==> src/rtl/osd_cmd_seq.sv <==
// osd_cmd_seq: round-robin sequencer driving control and line-write transactions onto the OSD command port.
// Define OSD_CMD_ROT_EN to append the rotation word to info-window control transactions.
module osd_cmd_seq #(
    parameter int GAP = 2
) (
    input  logic        clk_sys,
    input  logic        reset_n,
    input  logic        ctl_req,
    input  logic        ctl_enable,
    input  logic        ctl_info,
    input  logic [11:0] ctl_infox,
    input  logic [11:0] ctl_infoy,
    input  logic [5:0]  ctl_infow,
    input  logic [5:0]  ctl_infoh,
    input  logic [1:0]  ctl_rot,
    output logic        ctl_ack,
    input  logic        wr_req,
    input  logic [4:0]  wr_line,
    output logic        wr_ack,
    output logic        rd_en,
    output logic [7:0]  rd_addr,
    input  logic [7:0]  rd_data,
    output logic        io_osd,
    output logic        io_strobe,
    output logic [15:0] io_din,
    output logic        busy
);
    typedef enum logic [2:0] {S_IDLE, S_PRE, S_SETUP, S_HOLD, S_STROBE, S_POST, S_GAP} state_t;
    localparam logic [3:0] GAP_N = 4'(GAP);
`ifdef OSD_CMD_ROT_EN
    localparam logic [8:0] INFO_LAST = 9'd5;
`else
    localparam logic [8:0] INFO_LAST = 9'd4;
`endif
    state_t      state, state_nxt;
    logic [3:0]  gap_cnt;
    logic [8:0]  word, last_idx;
    logic        own_wr, rr_wr_last, l_enable, l_info;
    logic [11:0] l_x, l_y;
    logic [5:0]  l_w, l_h;
    logic [4:0]  l_line;
    logic [15:0] word_val, rot_word;
    logic        gap_ok, grant, grant_wr, last;
`ifdef OSD_CMD_ROT_EN
    logic [1:0]  l_rot;
    assign rot_word = {14'h0, l_rot};
`else
    logic        unused_rot;
    assign unused_rot = ^ctl_rot;
    assign rot_word   = 16'h0;
`endif
    // gap_cnt counts idle cycles since io_osd fell (or reset), saturating at GAP
    assign gap_ok   = gap_cnt == GAP_N;
    assign grant_wr = wr_req && !(ctl_req && rr_wr_last);
    assign grant    = state == S_IDLE && gap_ok && (ctl_req || wr_req);
    assign last_idx = own_wr ? 9'd256 : (l_enable && l_info) ? INFO_LAST : 9'd0;
    assign last     = word == last_idx;
    assign word_val = word == 9'd0 ? (own_wr ? {11'h001, l_line} : {8'h0, 5'b01000, l_info, 1'b0, l_enable}) :
                      own_wr       ? {8'h0, rd_data} :
                      word == 9'd1 ? {4'h0, l_x} :
                      word == 9'd2 ? {4'h0, l_y} :
                      word == 9'd3 ? {10'h0, l_w} :
                      word == 9'd4 ? {10'h0, l_h} : rot_word;
    assign io_osd    = state != S_IDLE && state != S_GAP;
    assign busy      = state != S_IDLE;
    assign io_strobe = state == S_STROBE;
    assign rd_en     = state == S_SETUP && own_wr && word != 9'd0;
    assign ctl_ack   = state == S_GAP && gap_cnt == 4'd0 && !own_wr;
    assign wr_ack    = state == S_GAP && gap_cnt == 4'd0 && own_wr;

    always_ff @(posedge clk_sys or negedge reset_n) begin
        if (!reset_n) state <= S_IDLE;
        else          state <= state_nxt;
    end

    always_comb begin
        state_nxt = state;
        case (state)
            S_IDLE:   state_nxt = grant ? S_PRE : S_IDLE;
            S_PRE:    state_nxt = S_SETUP;
            S_SETUP:  state_nxt = S_HOLD;
            S_HOLD:   state_nxt = S_STROBE;
            S_STROBE: state_nxt = last ? S_POST : S_SETUP;
            S_POST:   state_nxt = S_GAP;
            S_GAP:    state_nxt = gap_cnt == GAP_N - 4'd1 ? S_IDLE : S_GAP;
            default:  state_nxt = S_IDLE;
        endcase
    end

    always_ff @(posedge clk_sys or negedge reset_n) begin
        if (!reset_n) begin
            gap_cnt    <= 4'd0;
            word       <= 9'd0;
            own_wr     <= 1'b0;
            rr_wr_last <= 1'b1;
            l_enable   <= 1'b0;
            l_info     <= 1'b0;
            l_x        <= 12'h0;
            l_y        <= 12'h0;
            l_w        <= 6'h0;
            l_h        <= 6'h0;
            l_line     <= 5'h0;
`ifdef OSD_CMD_ROT_EN
            l_rot      <= 2'h0;
`endif
            rd_addr    <= 8'h0;
            io_din     <= 16'h0;
        end else begin
            gap_cnt <= io_osd ? 4'd0 : gap_ok ? gap_cnt : gap_cnt + 4'd1;
            if (grant) begin
                own_wr     <= grant_wr;
                rr_wr_last <= grant_wr;
                word       <= 9'd0;
                l_enable   <= ctl_enable;
                l_info     <= ctl_info;
                l_x        <= ctl_infox;
                l_y        <= ctl_infoy;
                l_w        <= ctl_infow;
                l_h        <= ctl_infoh;
                l_line     <= wr_line;
`ifdef OSD_CMD_ROT_EN
                l_rot      <= ctl_rot;
`endif
                if (grant_wr) rd_addr <= 8'h0;
            end
            if (state == S_HOLD) io_din <= word_val;
            // the final byte leaves rd_addr at 255 so it never overflows mid-transaction
            if (state == S_STROBE && !last) begin
                word <= word + 9'd1;
                if (own_wr && word != 9'd0) rd_addr <= rd_addr + 8'd1;
            end
        end
    end
endmodule

==> config.mk <==
export PLATFORM = sky130hd
export DESIGN_NAME = osd_cmd_seq
export DESIGN_NICKNAME = d
export VERILOG_FILES = /design/src/rtl/osd_cmd_seq.sv
export SDC_FILE = /design/constraint.sdc
export NUM_CORES = 1
export LEC_CHECK = 0
export BUFFER_PORTS_ARGS = -buffer_cell sky130_fd_sc_hd__buf_4
export CAP_MARGIN = 15
export CORE_ASPECT_RATIO = 1.1
export CORE_MARGIN = 4
export CORE_UTILIZATION = 45
export DETAILED_ROUTE_END_ITERATION = 10
export GPL_TIMING_DRIVEN = 0
export PLACE_DENSITY = 0.68
export RECOVER_POWER = 100
export SKIP_LAST_GASP = 1
export SLEW_MARGIN = 5
export SYNTH_ARGS = -nofsm -noshare
export SYNTH_HDL_FRONTEND = slang
export SYNTH_SLANG_ARGS = --single-unit
==> constraint.sdc <==
create_clock -name clk_sys -period 5.8 [get_ports clk_sys]
set_clock_uncertainty 0.1 [all_clocks]
set_input_delay 1.74 -clock clk_sys [delete_from_list [all_inputs] [get_ports clk_sys]]
set_output_delay 1.74 -clock clk_sys [all_outputs]
set_load 0.05 [all_outputs]
# [Word level (Yosys, flattened, before mapping)]
# Cells that the tools add are included.
[classes] add_sub_neg=3 mul=0 n_div=0 magnitude_cmp=0 n_eq_ne=15 n_shift=0 n_mux=21 bitwise_logic=0 reduce_logical=23
[ops] cell="$mux 12" count=4
[ops] cell="$mux 8" count=4
[ops] cell="$mux 9" count=3
[ops] cell="$pmux 3 s7" count=1
[ops] cell="$eq 9x2->1 const B" count=2
[ops] cell="$logic_and 1x1->1" count=13
[ops] cell="$mux 6" count=2
[ops] cell="$add 9x1->9 const B" count=1
[ops] cell="$eq 3x3->1 const B" count=3
[ops] cell="$eq 9x1->1 const B" count=1
[ops] cell="$eq 9x3->1 const B" count=1
[ops] cell="$eq 9x9->1" count=1
[ops] cell="$logic_not 9->1" count=1
[ops] cell="$mux 3" count=3
[ops] cell="$reduce_bool 9->1" count=1
[ops] cell="$add 8x1->8 const B" count=1
[ops] cell="$mux 4" count=2
[ops] cell="$mux 7" count=1
[ops] cell="$eq 3x2->1 const B" count=2
[ops] cell="$add 4x1->4 const B" count=1
[ops] cell="$eq 4x1->1 const B" count=1
[ops] cell="$eq 4x2->1 const B" count=1
[ops] cell="$logic_not 4->1" count=1
[ops] cell="$eq 3x1->1 const B" count=1
[ops] cell="other kinds (8)" count=10
[word_totals] reg_bits=85 latchBits=0 ramBits=0 romBits=0 inputBits=57 elab_cells=76 n_memories=0

# [Longest topological paths before layout]
[depth] word_depth=7 depth_mapped=9

# [Least setup slack after synthesis]
# No wires, ideal clock.
[synth_path] kind="flip-flop to output port" from="register word[0]" to="output rd_en" t_arrival_ns=2.403 path_slack_ns=1.557 stages_incl_launch_ff=6 path_cell_list="dfrtp_1 inv_1 ha_1 nand2b_1 nor4_2 nor4_1"
[synth_via] elab_chain_cells=2
[synth_rtl] element="from (decl)" line_no="37" source="logic [8:0] word, last_idx;"
[synth_rtl] element="from (signal assigned)" line_no="129" source="word <= word + 9'd1;"
[synth_rtl] element="$reduce_bool 9->1" line_no="67" source="assign rd_en = state == S_SETUP && own_wr && word != 9'd0;"
[synth_rtl] element="$logic_and 1x1->1" line_no="67"
[synth_rtl] element="to (decl)" line_no="20" source="output logic rd_en,"
# Every way passes these cells.

# [Worst setup path after layout]
[layout_path] from="register word[5]" to="output rd_en"
# Same word-level chain as after synthesis.

==> flow_summary.json <==
{
  "status": "finished with violations",
  "violations": "capacitance limit, slew limit",
  "finalSetupViolations": 0,
  "crit_arrival_ps": 3000,
  "dp_cells": 675,
  "hold_path.class": "register to register",
  "layout_common_cells": "163 x nand2_1, 80 x dfrtp_1, 57 x buf_4",
  "tightest_slew_ps": 2000,
  "final_antenna_net_count": 0,
  "cts_tree": "yes",
  "grt_pass1_wl_um": 17700,
  "synth-warning-count": 0,
  "place_congestion": 0.881,
  "nFillCells": 855,
  "dr_total_vias": 3636,
  "critical_path_class": "register to primary output",
  "fin_tns_setup_ps": 0,
  "antenna_cells": 0,
  "numCtsBuffers": 9,
  "netlist_instances": 478,
  "finalNetCount": 638,
  "coreArea_um2": 8870,
  "route.detailed.drc": 0,
  "clk_path_buf_depth": 2,
  "finalCritPeriodShare_pct": 83.4,
  "hp-start": "rr_wr_last",
  "r2r_slack_ps": 2780,
  "grt_use_total_pct": 21.0,
  "fin_cells": 691,
  "critPathMaxFanout": 8,
  "drive_above_1_share_pct": 13.7,
  "initial_core_util_pct": 46.2,
  "ys_ff_latch": 81,
  "wirelength_um": 10700,
  "detailedRoute.firstPassIterationCount": 4,
  "async_flop_share_pct": 100,
  "htree_levels": 3,
  "cap_violations": 2,
  "clkTransAtPathRegs_ps": 90,
  "hold_path_depth": 2,
  "max_clock_freq_mhz": 207,
  "grt_start_max_net_pins": 82,
  "worstHoldEndpoint": "rr_wr_last",
  "synth_area_um2": 4100,
  "synthFlopType": "dfrtp_1",
  "wl_per_cell_um": 15.4,
  "cts-root-buf": "clkbuf_8",
  "yosysUniqueCellTypes": 53,
  "required_ps": 3960,
  "rows": 36,
  "die_h_um": 108,
  "slew_headroom_pct": -33.2,
  "grt_antenna_before_repair": 0,
  "syn_area_per_cell_um2": 8.57,
  "multi_input_area_um2": 1870,
  "final_common_cell": "nand2_1",
  "seq_area_um2": 2030,
  "worstSkewPairLatency_ps": 360,
  "rr_startpoint": "gap_cnt[0]",
  "area_growth_pct": 21.7,
  "die_w_um": 99.0,
  "vias_per_cell": 5.26,
  "ys_seq_area_share_pct": 49.5,
  "regToRegEndpoint": "l_y[10]",
  "cp-end-kind": "primary output",
  "rsz0062_at_grt": "no",
  "cp-start-kind": "register",
  "min_period_ps": 4840,
  "grt_overflow": 0,
  "irDropWorstVdd_mv": 0.149,
  "clock_sinks": 81,
  "synth_edf_count": 0,
  "cts_resized": 0,
  "leakagePower_nw": 2.50,
  "grt_pass1_vias": 3663,
  "dieArea_um2": 10700,
  "drt_iter0_markers": 204,
  "io_buffer_count": 80,
  "hpwl_um": 7900,
  "postCtsSetupBuffers": 0,
  "p_per_area_nw_per_um2": 235,
  "io-pin-count": 87,
  "r2r_cells": 8,
  "cts_hold_buf": 0,
  "hold_viol_final": 0,
  "drv_slew": 93
}
[through the flow]
step                total power [mW]  worst slack (ps)  hold slack [ps]  cell area (µm²)  util, %
floorplan                      0.602              1560              339             4110        -
global placement               0.648              1910              347             4850     54.7
detailed placement             0.649              1900              356             4850     54.7
CTS                             1.19              1510              369             5110     57.6
global route                    1.21               829              388             4990     56.2
finish                          1.17               963              365             4990     56.2
[power breakdown]
part	internal [mW]	total, mW	switching (mW)	leakage, nW
Combinational	0.0280	0.0646	0.0366	1.31
Clock	0.331	0.537	0.207	0.128
Sequential	0.567	0.569	0.00209	1.06
Total	0.926	1.17	0.246	2.50
[worst max path at each step]
stage	start	to	slack [ps]	cells past startpoint
3_3_place_gp	word[5]	rd_en	1910	5
6_report	word[5]	rd_en	960	5
2_1_floorplan	word[0]	rd_en	1560	5
3_5_place_dp	word[5]	rd_en	1900	5
4_1_cts	word[5]	rd_en	1510	5
5_1_grt	word[5]	rd_en	830	5
[cells by family (layout without fill, tap and decap cells)]
family / count (synthesis) / after routing / share of synthesized area, %
xor gates and xnor gates: 9 / 9 / 1.92
adders and majority gates: 9 / 9 / 2.75
AOI/OAI and AO/OA: 75 / 75 / 11.5
other: 1 / 4 / 0.0915
muxes: 12 / 12 / 2.96
buffers and inverters: 43 / 139 / 4.73
DFF: 81 / 81 / 49.5
and+or+nand+nor: 248 / 248 / 26.6
[registers in the layout, indices dropped and copies added, names as in the netlist]
signal      flops
l_info          1
l_line          5
io_din         12
l_y            12
own_wr          1
rr_wr_last      1
state           3
word            9
l_h             6
gap_cnt         4
rd_addr         8
l_enable        1
l_x            12
l_w             6
[cell type report]
class                      count  area share [%]
timing repair buffer          80            10.0
sequential                    81            40.7
inverter                      14            1.05
buffer                        29            2.69
clock inverter                 5            2.58
tap                          114            2.86
multi-input combinational    357            37.5
clock buffer                  11            2.63
[cell usage after synthesis, types with 2 or more instances]
cell type	n	area share (%)
xnor2_1	4	0.86
a32oi_1	3	0.64
nor2b_1	5	0.76
nand3_1	15	1.8
o31ai_1	2	0.37
a31oi_1	4	0.61
nand4_1	4	0.61
o2111ai_1	3	0.64
a32o_1	3	0.73
o21a_1	2	0.37
buf_6	2	0.55
clkbuf_1	20	1.8
and3_1	6	0.92
nor3_1	4	0.49
nor2_1	26	2.4
xor2_1	5	1.1
a211oi_1	3	0.55
nand3b_1	3	0.55
o21ai_1	8	0.98
nand2b_1	3	0.46
dfrtp_1	80	49
or3_1	7	1.1
o211ai_1	2	0.37
o21ai_0	20	2.4
nand2_1	163	15
a21oi_1	17	2.1
nor4_1	2	0.31
mux2i_1	11	2.7
buf_4	4	0.73
or4_4	2	0.55
buf_2	2	0.24
ha_1	9	2.7
a22o_1	2	0.43
inv_1	13	1.2
[per-layer routing]
metal  track usage, %  part of all wire [%]  wire (µm)  vias to the layer above
li1                 -                     -          -                     1782
met1             27.1                    43       4580                     1713
met2             33.6                    48       5130                      114
met3             4.32                   6.0        645                       27
met4             10.0                   3.0        317                        0
met5                0                     0          0                        -
[critical path, cell delays in order, from the launching register on]
cell and delay (ps):
dfrtp_1 440, or4_1 540, clkbuf_1 190, nor4_1 990, nor4_1 130, clkbuf_1 350
Power figures use the tool's default switching activity.
